--- src/rtl/ln_1to2_pkg.sv ---
// rtl/ln_1to2_pkg.sv - shared operator codes, sizes, state codes and range compare helper
package ln_1to2_pkg;

  localparam logic ON  = 1'b1;
  localparam logic OFF = 1'b0;
  localparam logic TRUE  = 1'b1;
  localparam logic FALSE = 1'b0;

  localparam int ADDRESS_SIZE = 8;
  localparam int DATA_SIZE    = 8;

  typedef enum logic [2:0] {
    GT_OP  = 3'd0,
    GTE_OP = 3'd1,
    LT_OP  = 3'd2,
    LTE_OP = 3'd3,
    EQ_OP  = 3'd4,
    NEQ_OP = 3'd5
  } cmp_op_t;

  typedef enum logic {
    LN_IDLE = 1'b0,
    LN_BUSY = 1'b1
  } ln_state_t;

  // Operand order is "value OP reference", e.g. GT_OP means addr > ref.
  function automatic logic cmp_op(input cmp_op_t op, input logic [31:0] ref_val,
                                  input logic [31:0] val);
    logic r;
    case (op)
      GT_OP:   r = (val >  ref_val);
      GTE_OP:  r = (val >= ref_val);
      LT_OP:   r = (val <  ref_val);
      LTE_OP:  r = (val <= ref_val);
      EQ_OP:   r = (val == ref_val);
      NEQ_OP:  r = (val != ref_val);
      default: r = 1'b0;
    endcase
    return r;
  endfunction

  function automatic logic range_cmp_op(input logic is_range,
                                        input cmp_op_t op1, input logic [31:0] ref1,
                                        input logic [31:0] val1,
                                        input cmp_op_t op2, input logic [31:0] ref2,
                                        input logic [31:0] val2);
    logic c1;
    logic c2;
    c1 = cmp_op(op1, ref1, val1);
    c2 = cmp_op(op2, ref2, val2);
    return is_range ? (c1 && c2) : c1;
  endfunction

endpackage

--- src/rtl/ln_1to2_if.sv ---
// rtl/ln_1to2_if.sv - 4-phase req/ack link channel carrying one {addr,dat} word
interface ln_link_if
  import ln_1to2_pkg::*;
#(
  parameter int ASZ = ADDRESS_SIZE,
  parameter int DSZ = DATA_SIZE
);
  logic [ASZ-1:0] addr;
  logic [DSZ-1:0] dat;
  logic           req;
  logic           ack;

  modport master (output addr, output dat, output req, input ack);
  modport slave  (input addr, input dat, input req, output ack);
endinterface

--- src/rtl/ln_1to2_addr_sel.sv ---
// rtl/ln_1to2_addr_sel.sv - combinational address-to-output select, reusable by other routers
module ln_addr_sel
  import ln_1to2_pkg::*;
#(
  parameter cmp_op_t OPER_1    = GT_OP,
  parameter int      REF_VAL_1 = 0,
  parameter logic    IS_RANGE  = FALSE,
  parameter cmp_op_t OPER_2    = GT_OP,
  parameter int      REF_VAL_2 = 0,
  parameter int      ASZ       = ADDRESS_SIZE
) (
  input  logic [ASZ-1:0] addr,
  output logic           sel
);

  logic [31:0] addr_w;

  assign addr_w = 32'(addr);

  // sel=0 when the route condition holds (output 0), else output 1.
  assign sel = !range_cmp_op(IS_RANGE, OPER_1, 32'(REF_VAL_1), addr_w,
                             OPER_2, 32'(REF_VAL_2), addr_w);

endmodule

--- src/rtl/ln_1to2.sv ---
// rtl/ln_1to2.sv - one-input two-output address router on 4-phase req/ack links
module ln_1to2
  import ln_1to2_pkg::*;
#(
  parameter cmp_op_t OPER_1    = GT_OP,
  parameter int      REF_VAL_1 = 0,
  parameter logic    IS_RANGE  = FALSE,
  parameter cmp_op_t OPER_2    = GT_OP,
  parameter int      REF_VAL_2 = 0,
  parameter int      ASZ       = ADDRESS_SIZE,
  parameter int      DSZ       = DATA_SIZE,
  parameter int      CSZ       = 16
) (
  input  logic           i_clk,
  input  logic           i_rst_n,
  ln_link_if.slave       up,
  ln_link_if.master      dn0,
  ln_link_if.master      dn1,
  output logic [CSZ-1:0] o_0_cnt,
  output logic [CSZ-1:0] o_1_cnt,
  output logic           o_err
);

  ln_state_t      state_q, state_d;
  logic           sel_q, sel_d;
  logic           ack_q, ack_d;
  logic [1:0]     req_q, req_d;
  logic [ASZ-1:0] addr0_q, addr0_d, addr1_q, addr1_d;
  logic [DSZ-1:0] dat0_q, dat0_d, dat1_q, dat1_d;
  logic [CSZ-1:0] cnt0_q, cnt0_d, cnt1_q, cnt1_d;
  logic           err_q, err_d;
  logic           in_done_q, in_done_d;
  logic           out_done_q, out_done_d;

  logic sel_now;
  logic sel_ack;
  logic oth_ack;

  ln_addr_sel #(
    .OPER_1   (OPER_1),
    .REF_VAL_1(REF_VAL_1),
    .IS_RANGE (IS_RANGE),
    .OPER_2   (OPER_2),
    .REF_VAL_2(REF_VAL_2),
    .ASZ      (ASZ)
  ) u_addr_sel (
    .addr(up.addr),
    .sel (sel_now)
  );

  assign sel_ack = sel_q ? dn1.ack : dn0.ack;
  assign oth_ack = sel_q ? dn0.ack : dn1.ack;

  always_comb begin
    state_d    = state_q;
    sel_d      = sel_q;
    ack_d      = ack_q;
    req_d      = req_q;
    addr0_d    = addr0_q;
    addr1_d    = addr1_q;
    dat0_d     = dat0_q;
    dat1_d     = dat1_q;
    cnt0_d     = cnt0_q;
    cnt1_d     = cnt1_q;
    err_d      = err_q;
    in_done_d  = in_done_q;
    out_done_d = out_done_q;

    case (state_q)
      LN_IDLE: begin
        in_done_d  = 1'b0;
        out_done_d = 1'b0;
        if (dn0.ack || dn1.ack) err_d = 1'b1;
        if (up.req) begin
          sel_d   = sel_now;
          ack_d   = 1'b1;
          state_d = LN_BUSY;
          if (sel_now) begin
            addr1_d  = up.addr;
            dat1_d   = up.dat;
            req_d[1] = 1'b1;
          end else begin
            addr0_d  = up.addr;
            dat0_d   = up.dat;
            req_d[0] = 1'b1;
          end
        end
      end

      LN_BUSY: begin
        if (oth_ack) err_d = 1'b1;

        if (!up.req && ack_q) begin
          ack_d     = 1'b0;
          in_done_d = 1'b1;
        end else if (!up.req && !ack_q && !in_done_q) begin
          err_d = 1'b1;
        end

        // Delivery counts only once the sink has released ack after req dropped.
        if (sel_ack && req_q[sel_q]) begin
          req_d[sel_q] = 1'b0;
        end else if (!sel_ack && !req_q[sel_q] && !out_done_q) begin
          out_done_d = 1'b1;
          if (sel_q) cnt1_d = cnt1_q + CSZ'(1);
          else       cnt0_d = cnt0_q + CSZ'(1);
        end

        if (in_done_q && out_done_q) begin
          state_d    = LN_IDLE;
          in_done_d  = 1'b0;
          out_done_d = 1'b0;
        end
      end

      default: state_d = LN_IDLE;
    endcase
  end

  always_ff @(posedge i_clk or negedge i_rst_n) begin
    if (!i_rst_n) begin
      state_q    <= LN_IDLE;
      sel_q      <= 1'b0;
      ack_q      <= 1'b0;
      req_q      <= 2'b00;
      addr0_q    <= '0;
      addr1_q    <= '0;
      dat0_q     <= '0;
      dat1_q     <= '0;
      cnt0_q     <= '0;
      cnt1_q     <= '0;
      err_q      <= 1'b0;
      in_done_q  <= 1'b0;
      out_done_q <= 1'b0;
    end else begin
      state_q    <= state_d;
      sel_q      <= sel_d;
      ack_q      <= ack_d;
      req_q      <= req_d;
      addr0_q    <= addr0_d;
      addr1_q    <= addr1_d;
      dat0_q     <= dat0_d;
      dat1_q     <= dat1_d;
      cnt0_q     <= cnt0_d;
      cnt1_q     <= cnt1_d;
      err_q      <= err_d;
      in_done_q  <= in_done_d;
      out_done_q <= out_done_d;
    end
  end

  assign up.ack   = ack_q;
  assign dn0.req  = req_q[0];
  assign dn1.req  = req_q[1];
  assign dn0.addr = addr0_q;
  assign dn1.addr = addr1_q;
  assign dn0.dat  = dat0_q;
  assign dn1.dat  = dat1_q;
  assign o_0_cnt  = cnt0_q;
  assign o_1_cnt  = cnt1_q;
  assign o_err    = err_q;

endmodule

--- src/flat_wrapper.sv ---
// flat-port wrapper written by rule: the top's interface ports become plain ports
module ln_1to2_flat import ln_1to2_pkg::*;
#(
  parameter cmp_op_t OPER_1    = GT_OP,
  parameter int      REF_VAL_1 = 0,
  parameter logic    IS_RANGE  = FALSE,
  parameter cmp_op_t OPER_2    = GT_OP,
  parameter int      REF_VAL_2 = 0,
  parameter int      ASZ       = ADDRESS_SIZE,
  parameter int      DSZ       = DATA_SIZE,
  parameter int      CSZ       = 16
)
  (i_clk, i_rst_n, o_0_cnt, o_1_cnt, o_err, up_addr, up_dat, up_req, up_ack, dn0_addr, dn0_dat, dn0_req, dn0_ack, dn1_addr, dn1_dat, dn1_req, dn1_ack);
  ln_link_if #(.ASZ(ASZ), .DSZ(DSZ)) up_i ();
  ln_link_if #(.ASZ(ASZ), .DSZ(DSZ)) dn0_i ();
  ln_link_if #(.ASZ(ASZ), .DSZ(DSZ)) dn1_i ();
  input  logic i_clk;
  input  logic i_rst_n;
  output logic [CSZ-1:0] o_0_cnt;
  output logic [CSZ-1:0] o_1_cnt;
  output logic o_err;
  input wire logic [$bits(up_i.addr)-1:0] up_addr;
  input wire logic [$bits(up_i.dat)-1:0] up_dat;
  input wire logic [$bits(up_i.req)-1:0] up_req;
  output wire logic [$bits(up_i.ack)-1:0] up_ack;
  output wire logic [$bits(dn0_i.addr)-1:0] dn0_addr;
  output wire logic [$bits(dn0_i.dat)-1:0] dn0_dat;
  output wire logic [$bits(dn0_i.req)-1:0] dn0_req;
  input wire logic [$bits(dn0_i.ack)-1:0] dn0_ack;
  output wire logic [$bits(dn1_i.addr)-1:0] dn1_addr;
  output wire logic [$bits(dn1_i.dat)-1:0] dn1_dat;
  output wire logic [$bits(dn1_i.req)-1:0] dn1_req;
  input wire logic [$bits(dn1_i.ack)-1:0] dn1_ack;
  assign up_i.addr = up_addr;
  assign up_i.dat = up_dat;
  assign up_i.req = up_req;
  assign up_ack = up_i.ack;
  assign dn0_addr = dn0_i.addr;
  assign dn0_dat = dn0_i.dat;
  assign dn0_req = dn0_i.req;
  assign dn0_i.ack = dn0_ack;
  assign dn1_addr = dn1_i.addr;
  assign dn1_dat = dn1_i.dat;
  assign dn1_req = dn1_i.req;
  assign dn1_i.ack = dn1_ack;
  ln_1to2 #(.OPER_1(OPER_1), .REF_VAL_1(REF_VAL_1), .IS_RANGE(IS_RANGE), .OPER_2(OPER_2), .REF_VAL_2(REF_VAL_2), .ASZ(ASZ), .DSZ(DSZ), .CSZ(CSZ)) u_core (.i_clk(i_clk), .i_rst_n(i_rst_n), .up(up_i), .dn0(dn0_i), .dn1(dn1_i), .o_0_cnt(o_0_cnt), .o_1_cnt(o_1_cnt), .o_err(o_err));
endmodule
--- config.mk ---
export PLATFORM = sky130hd
export DESIGN_NAME = ln_1to2_flat
export DESIGN_NICKNAME = d
export VERILOG_FILES = /design/src/rtl/ln_1to2_pkg.sv /design/src/rtl/ln_1to2_if.sv /design/src/rtl/ln_1to2_addr_sel.sv /design/src/rtl/ln_1to2.sv /design/src/flat_wrapper.sv
export SDC_FILE = /design/constraint.sdc
export NUM_CORES = 1
export LEC_CHECK = 0
export BUFFER_PORTS_ARGS = -buffer_cell sky130_fd_sc_hd__buf_2
export CAP_MARGIN = 40
export CORE_MARGIN = 2
export CORE_UTILIZATION = 51
export CTS_BUF_LIST = sky130_fd_sc_hd__clkbuf_8 sky130_fd_sc_hd__clkbuf_16
export DETAILED_ROUTE_END_ITERATION = 10
export PLACE_DENSITY = 0.81
export SLEW_MARGIN = 0
export SYNTH_ARGS = -nofsm -noshare
export SYNTH_HDL_FRONTEND = slang
export SYNTH_HIERARCHICAL = 1
export SYNTH_SLANG_ARGS = --single-unit
--- constraint.sdc ---
create_clock -name i_clk -period 2.1 [get_ports i_clk]
set_input_delay 0.525 -clock i_clk [delete_from_list [all_inputs] [get_ports i_clk]]
set_output_delay 0.525 -clock i_clk [all_outputs]
set_load 0.05 [all_outputs]
# Word-level counts from Yosys, hierarchy flattened
# Cells that the tools add are included.
[word_totals]
romBits = 0
mem_bits_rw = 0
ff_bits = 72
latch_bits = 0
memories = 0
input_bits = 21
[op_classes]
magnitude_cmp = 3
div_mod_pow = 0
n_addsub = 2
multipliers = 0
n_reduce_logical = 25
bitwise = 6
n_eq_ne = 9
shift = 0
mux = 29
[op_table]
columns = ["operator", "n"]
rows = [
  ["$add A16 B1 Y16 const B", 2],
  ["$mux W1", 20],
  ["$reduce_and A3 Y1", 4],
  ["$ne A2 B2 Y1 const B", 5],
  ["$pmux W1 S2", 5],
  ["$ne A3 B3 Y1 const B", 3],
  ["$gt A8 B1 Y1 const B", 1],
  ["$logic_and A1 B1 Y1", 8],
  ["$reduce_and A4 Y1", 2],
  ["$logic_not A1 Y1", 7],
  ["$reduce_and A2 Y1", 3],
  ["$mux W2", 2],
  ["$not A1 Y1", 4],
  ["$pmux W2 S2", 1],
  ["$and A2 B2 Y2", 1],
  ["$lt A1 B2 Y1 const B", 1],
  ["$ne A2 B1 Y1 const B", 1],
  ["$not A2 Y2", 1],
  ["$demux W1 S1", 1],
  ["$ge A1 B1 Y1 const B", 1],
  ["$logic_or A1 B1 Y1", 1],
]

# Depth between registers and ports, before layout
# Gate-level depths: netlist (run 1).
[logic_depth]
depth_word = 9
ltp_mapped = 5
ltp_nobuf = 5

# Hierarchy
# Netlist (run 1), hierarchy kept.
[modules_own_cells]
columns = ["module", "n_inst", "cells_per_inst", "seq_area_each_um2", "area_each_um2"]
rows = [
  ["ln_1to2", 1, 226, 1801.7, 3000.4],
  ["ln_addr_sel", 1, 3, 0.0, 18.8],
]

# Least setup slack after synthesis (run 1)
# Ideal clock, no wire load.
[synth_timing]
kind = "in2reg"
startpoint = "in up_addr[7]"
endpoint = "reg u_core.addr1_q[1], in the netlist u_core/dn1.addr[1]"
setup_time_ps = 125
stages = 5
required_time_ps = 1975
t_arrival_ps = 1952
setup_slack_ps = 23
path_cell_list = "or4_1 > nor2_1 > nand3b_1 > buf_2 > mux2_2"
[synth_between]
elab_chain_cells = 3
[synth_rtl]
columns = ["item", "line_no", "rtl"]
rows = [
  ["start: declaration", "flat_wrapper.sv:22", "input wire logic [$bits(up_i.addr)-1:0] up_addr;"],
  ["$gt A8 B1 Y1", "n/a", ""],
  ["$not A1 Y1 (no source line)", "n/a", ""],
  ["$reduce_and A3 Y1 (no source line)", "n/a", ""],
  ["end signal: assignment", "ln_1to2.sv:141", "addr1_q <= addr1_d;"],
  ["end: declaration", "ln_1to2.sv:28", "logic [ASZ-1:0] addr0_q, addr0_d, addr1_q, addr1_d;"],
]
# No other way between the ends.
# A chain may end at the register's enable or synchronous reset.

# Worst setup path in the final report (run 1)
[layout_timing]
startpoint = "reg u_core.req_q[0]"
endpoint = "reg u_core.cnt0_q[11], in the netlist u_core/o_0_cnt[11]"
[layout_between]
elab_chain_cells = 6
[layout_rtl]
columns = ["item", "line_no", "rtl"]
rows = [
  ["start: declaration", "ln_1to2.sv:27", "logic [1:0] req_q, req_d;"],
  ["start signal: assignment", "ln_1to2.sv:139", "req_q <= req_d;"],
  ["$mux W1 (not written as such) (*) (2 in series)", "ln_1to2.sv:101, ln_1to2.sv:103", ""],
  ["$logic_not A1 Y1", "ln_1to2.sv:103", "end else if (!sel_ack && !req_q[sel_q] && !out_done_q) begin"],
  ["$logic_and A1 B1 Y1 (2 in series)", "ln_1to2.sv:103", ""],
  ["$reduce_and A4 Y1 (no source line) (*)", "n/a", ""],
  ["end signal: assignment", "ln_1to2.sv:144", "cnt0_q <= cnt0_d;"],
  ["end: declaration", "ln_1to2.sv:30", "logic [CSZ-1:0] cnt0_q, cnt0_d, cnt1_q, cnt1_d;"],
]
# Mark *: on every way between the ends. The rest lies on a longest branch, timed or not. The select of a mux whose other input is x is not followed.

==> metrics.txt, run 1 <==
run status=finished clean; Num Clock Sinks=72; max_slew headroom=59.21%; Rows=28; 1st-pass router iterations=4; Die Ht=between 80 and 90 um; Avg WL per Cell=14.57 um; layout cells sized above 1=45.10%; # nets final=~360; RSZ-0062 raised after global routing=no; crit end category=register; ANT nets after route=0; syn_area_per_cell=roughly 13 um^2; GR Util All Layers=about a fifth; Setup violations, final=0; Leak=slightly below 2 nW; gr ovfl total=0; core area=around 5800 um^2; crit path max fanout=5; Post-Syn Instances=roughly 230; min cycle time layout=between 1500 and 2000 ps; area delta synth->final=26.77%; vias in the first global route=~2100; Port-buffer cells=88; worst skew pair latency=330 ps; RePlAce Congestion=0.7507; Tot Pwr=roughly 4.6 mW; Yosys reg bits=between 70 and 80; maxcap violations=0; Worst-path clk slew=roughly 70 ps; Die W=between 80 and 90 um; number of synthesized flops with an enable pin=0; Yosys Warn Count=6; n_diodes=0; cts hold-fix bufs=0; max-slew violation count=0; final cycle utilization of the critical path=about nine tenths; die area=6551 um^2; H-Tree Depth=3; vias=2168; Crit path required time=between 2000 and 2500 ps; # Post-CTS Setup Buffers=0; synthesized area=a little over 3000 um^2; Place WS=-8.777 ps; # IOs=89; Max Clock Freq=536.8 MHz; Initial Util=around 52%; Peak supply drop=a little over 0.001 V; first-pass GRT wire length=10060 um; Main synth FF type=dfrtp_1; Hold Violations, Final=0; final wirelength=between 6000 and 7000 um; Via density=approximately 5.3; post_cts resized=0; initial antenna violation count=0; final worst slack=237.2 ps; CTS tree=yes; Residual DRC=0; Hold Path Class=in -> async; critical path class=reg -> reg; number of CTS-inserted buffers=9; Fillers=~470; FFs w/ async S/R, synth=100.0%; PD cells=1202 nW/um^2; syn_nets=252; pin count of the biggest net entering global routing=26; post-synthesis sequential area ratio=about three fifths; Initial DRC Count=87; skew final=~8.4 ps; arrival time worst endpoint=around 2100 ps; worst-margin pin slew=slightly above 600 ps; Synth cell types=35; CP Launch Type=register; HPWL Detailed=about 4500 um; CTS Buffer Depth=2; Root Driver=clkbuf_8
critical path, stage by stage (launching register included):
cell and delay (ps):
dfrtp_1 430, or4b_4 580, nor4_4 400, nand4_1 170, xnor2_1 160
metal layers:
layer,GRT usage [%],share of wire (%),vias up
met1,26.07,43,1064
met3,6.667,6.8,8
met4,8.136,1.3,0
met2,31.65,49,69
met5,0,0,-
li1,-,-,1027
per-stage QoR:
step | cells | instance area (um^2) | utilization [%] | hold slack, ps | setup TNS [ps]
floorplan | 229 | 3019 | - | 229.4 | 0
global placement | 396 | 3621 | 62.26 | 455.7 | 0
detailed placement | 396 | 3621 | 62.26 | 466.1 | -21.31
CTS | 412 | 3827 | 65.81 | 203.3 | 0
global route | 412 | 3827 | 65.81 | 222.3 | 0
finish | 412 | 3827 | 65.81 | 199.1 | 0
synthesized netlist by cell type (all sizes together), types with 2 or more instances:
cell / count / area (um^2)
and4: 2 / 17.52
dfrtp: 72 / 1802
or4: 2 / 15.01
ha: 2 / 25.02
nand2b: 2 / 12.51
xor2: 7 / 61.31
clkbuf: 3 / 11.26
nand4: 12 / 75.07
mux2: 34 / 382.9
nand3: 11 / 55.05
nand2: 17 / 63.81
and3: 5 / 31.28
nor3: 4 / 20.02
xnor2: 23 / 201.4
nand3b: 2 / 15.01
buf: 3 / 21.27
nor3b: 2 / 15.01
nor2: 10 / 37.54
logic make-up after synthesis:
family / count (synthesis) / share of synthesized area, %
flip-flops: 72 / 59.68
AO/OA/AOI/OAI: 6 / 1.492
buffers and inverters: 7 / 1.202
AND/OR/NAND/NOR: 77 / 15.08
adder cells (fa/ha/maj): 2 / 0.8287
XOR/XNOR: 30 / 8.703
multiplexers: 35 / 13.01
path summary, 6_finish.rpt:
check	start	to	slack [ps]	cells after the start
min	i_rst_n	u_core/dn0.addr[3]$_DFFE_PN0P_	200	1
min reg2reg	u_core/o_1_cnt[15]$_DFFE_PN0P_	u_core/o_1_cnt[15]$_DFFE_PN0P_	470	1
max reg2reg	u_core/req_q[0]$_DFFE_PN0P_	u_core/o_0_cnt[11]$_DFFE_PN0P_	240	4
min in group i_clk	up_dat[3]	u_core/dn1.dat[3]$_DFFE_PN0P_	440	2
max	u_core/req_q[0]$_DFFE_PN0P_	u_core/o_0_cnt[11]$_DFFE_PN0P_	240	4
max in group asynchronous	i_rst_n	u_core/o_1_cnt[4]$_DFFE_PN0P_	1360	2
cells in the final DEF (no fill, tap or decap), types with 2 or more instances in the layout:
cell	instances
buf_4	8
nand2b_1	2
nand3b_1	2
and3_1	5
xor2_1	7
nor3_1	4
clkinvlp_4	2
nand3_1	11
xnor2_1	23
nor2_1	10
mux2_2	34
clkinv_2	2
nand4_1	12
dfrtp_1	72
nand2_1	17
and4_1	2
ha_1	2
buf_2	88
nor3b_1	2
or4_1	2
clkbuf_8	11
buf_12	2
power breakdown:
group | switching, mW | total [mW] | internal, mW
combinational | 1.17 | 1.65 | 0.476
clock | 0.493 | 1.10 | 0.609
sequential | 0.207 | 1.85 | 1.65
final cells by class:
class / count / area [um^2] / area share [%]
Clock buffer: 11 / 151.4 / 3.956
Clock inverter: 5 / 55.05 / 1.438
Timing Repair Buffer: 98 / 540.5 / 14.12
Sequential cell: 72 / 1802 / 47.07
Inverter: 1 / 3.754 / 0.09807
Tap cell: 75 / 93.84 / 2.452
Multi-Input combinational cell: 150 / 1181 / 30.86
flip-flops by register name, summed over array words and instances, names as in the netlist:
name and flops:
u_core/o_err 1, u_core/dn0.addr 8, u_core/o_0_cnt 16, u_core/dn1.dat 8, u_core/in_done_q 1, u_core/o_1_cnt 16
u_core/out_done_q 1, u_core/up.ack 1, u_core/dn0.dat 8, u_core/req_q 2, u_core/state_q 1, u_core/sel_q 1
u_core/dn1.addr 8
Power figures use the tool's default switching activity.
==> inputs of run 2 (changes only) <==
Settings changed: ABC_AREA from default to 1, CORE_UTILIZATION 51 to 53, PLACE_DENSITY 0.81 to 0.82.
==> run 2 against run 1 <==
Against the previous run:
- flip-flop and latch count is the same
- die area grew 11%
- cell count grew 52%
- utilization shrank 0.080 points
- non-clock buffer count shrank 6
- power shrank 3.9%
- setup slack gained 210 ps
- synthesized area grew 16%
- global-route usage grew 2.5 points
- synthesized cell count grew 98%
- critical endpoint is now o_0_cnt[2]
- largest power group unchanged
- highest routed layer unchanged
==> metrics.txt, run 2 <==
syn_area_per_cell=7.759 um^2; cts hold-fix bufs=0; Max Clock Freq=between 600 and 700 MHz; number of CTS-inserted buffers=9; Place WS=approximately 410 ps; Residual DRC=0; biggest area consumer among synthesized cells=dfrtp_1; run status=finished clean; H-Tree Depth=3; Peak supply drop=approximately 0.001 V; Yosys reg bits=between 70 and 80; commonest non-fill, non-tap cell in the layout=nand2_1; final worst slack=446.4 ps; worst-margin pin slew=just over 400 ps; initial antenna violation count=0; Root Driver=clkbuf_8; crit end category=output pin; placed cells=between 600 and 700; FFs w/ async S/R, synth=100.0%; Initial Util=55.04%; Rows=29; gr ovfl total=0; # Post-CTS Setup Buffers=0; Hold Violations, Final=0; min cycle time layout=1654 ps; post_cts resized=0; setup TNS=0 ps; synthesized area=3515 um^2; Setup violations, final=0; Worst path max stage delay=480 ps; most frequent cells in the layout=nand2_1 (186), buf_2 (88), dfrtp_1 (72); R2R Path End=u_core/o_0_cnt[9]$_DFFE_PN0P_; Post-Syn Instances=around 450; final wirelength=7673 um; HPWL Detailed=~5500 um; R2R setup slack=around 460 ps; CP top delay family=flip-flops; vias=about 3200; Crit path required time=around 1600 ps; PD cells=around 1100 nW/um^2; Yosys Warn Count=6; post-synthesis sequential area ratio=51.26%; Buf+Inv Stages, Crit Path=1; max_slew headroom=around three quarters; crit-path cells=buf_2; fin util=between 60% and 70%; CTS Buffer Depth=2; RSZ-0062 raised after global routing=no; top cells by area, synth=dfrtp_1 (51%), nand2_1 (20%), o21ai_0 (6.6%); CTS tree=yes; n_diodes=0; vias in the first global route=~3100; ANT nets after route=0; worst skew pair latency=340 ps; Leak=2.234 nW; pin count of the biggest net entering global routing=73; critical path class=reg -> out; GR Util All Layers=between 20 and 25%; Avg WL per Cell=12.24 um; Die W=about 85 um; final cycle utilization of the critical path=78.74%; FF-to-FF Start=u_core/sel_q$_DFFE_PN0N_; core area=~6400 um^2; area delta synth->final=19.44%; maxcap violations=0; placed cell area=between 4000 and 5000 um^2; Via density=5.027; Main synth FF type=dfrtp_1; # nets final=about 570; arrival time worst endpoint=roughly 1100 ps; RePlAce Congestion=0.8761; die area=~7300 um^2; fin area=roughly 4200 um^2; Num Clock Sinks=72; top cells by count, synth=nand2_1 (186), dfrtp_1 (72), o21ai_0 (46); syn_nets=476; skew final=between 6 and 7 ps; Port-buffer cells=88; max-slew violation count=0; Slowest cell on crit path=dfrtp_1; crit path max fanout=6; most numerous cell in the Yosys netlist=nand2_1; fin cells=about 630; # IOs=slightly below 90; Initial DRC Count=around 140; reg2reg path depth=5; Worst-path clk slew=80 ps; first-pass GRT wire length=13210 um; Die Ht=85.44 um; 1st-pass router iterations=5; CP Launch Type=register; layout cells sized above 1=between 20% and 30%; Hold Path Class=in -> async; Synth cell types=25; number of synthesized flops with an enable pin=0; Synth top area share=around 51%
[run 2: power by group]
part / switching (mW) / internal, mW / total, mW
clock: 0.547 / 0.438 / 0.984
combinational: 1.25 / 0.353 / 1.60
sequential: 0.206 / 1.63 / 1.84
[run 2: kinds of logic (layout without fill, tap and decap cells)]
family | Yosys count | count (layout) | synth area share, %
XOR/XNOR | 14 | 14 | 3.489
buffers and inverters | 55 | 152 | 6.835
AND/OR/NAND/NOR | 259 | 259 | 30.40
AO/OA/AOI/OAI | 51 | 51 | 7.298
adder cells (fa/ha/maj) | 2 | 2 | 0.7119
flip-flops | 72 | 72 | 51.26
[run 2: per-layer routing]
layer | track usage (%) | up-vias | wire, um
li1 | - | 1604 | -
met1 | 27.54 | 1438 | 3232
met2 | 38.57 | 96 | 3806
met3 | 5.837 | 14 | 475
met4 | 9.235 | 0 | 159
met5 | 0 | - | 0
[run 2: worst max path at each step]
stage	from	to	slack, ps	depth (start not counted)
6_report	u_core/o_0_cnt[2]$_DFFE_PN0P_	o_0_cnt[2]	450	1
3_3_place_gp	dn1_ack	u_core/o_0_cnt[15]$_DFFE_PN0P_	450	8
3_5_place_dp	dn1_ack	u_core/o_0_cnt[9]$_DFFE_PN0P_	410	8
5_1_grt	u_core/sel_q$_DFFE_PN0N_	u_core/o_0_cnt[14]$_DFFE_PN0P_	290	5
4_1_cts	u_core/o_0_cnt[2]$_DFFE_PN0P_	o_0_cnt[2]	440	1
2_1_floorplan	u_core/o_1_cnt[0]$_DFFE_PN0P_	u_core/o_1_cnt[14]$_DFFE_PN0P_	350	8
[run 2: through the flow]
stage | hold slack, ps | power [mW]
global route | 237.2 | 4.678
detailed placement | 467.8 | 3.478
global placement | 463.1 | 3.427
CTS | 207.2 | 4.476
finish | 188.8 | 4.422
floorplan | 229.4 | 3.059
[run 2: final cells by class]
| class | instances | area (um^2) |
|---|---|---|
| multi-input cells | 326 | 1473 |
| fillers | 551 | 2188 |
| flip-flops and latches | 72 | 1802 |
| repair buffers | 92 | 483.0 |
| clock inverters | 7 | 53.80 |
| clock buffers | 9 | 123.9 |
| well taps | 77 | 96.34 |
| inverters | 44 | 166.4 |
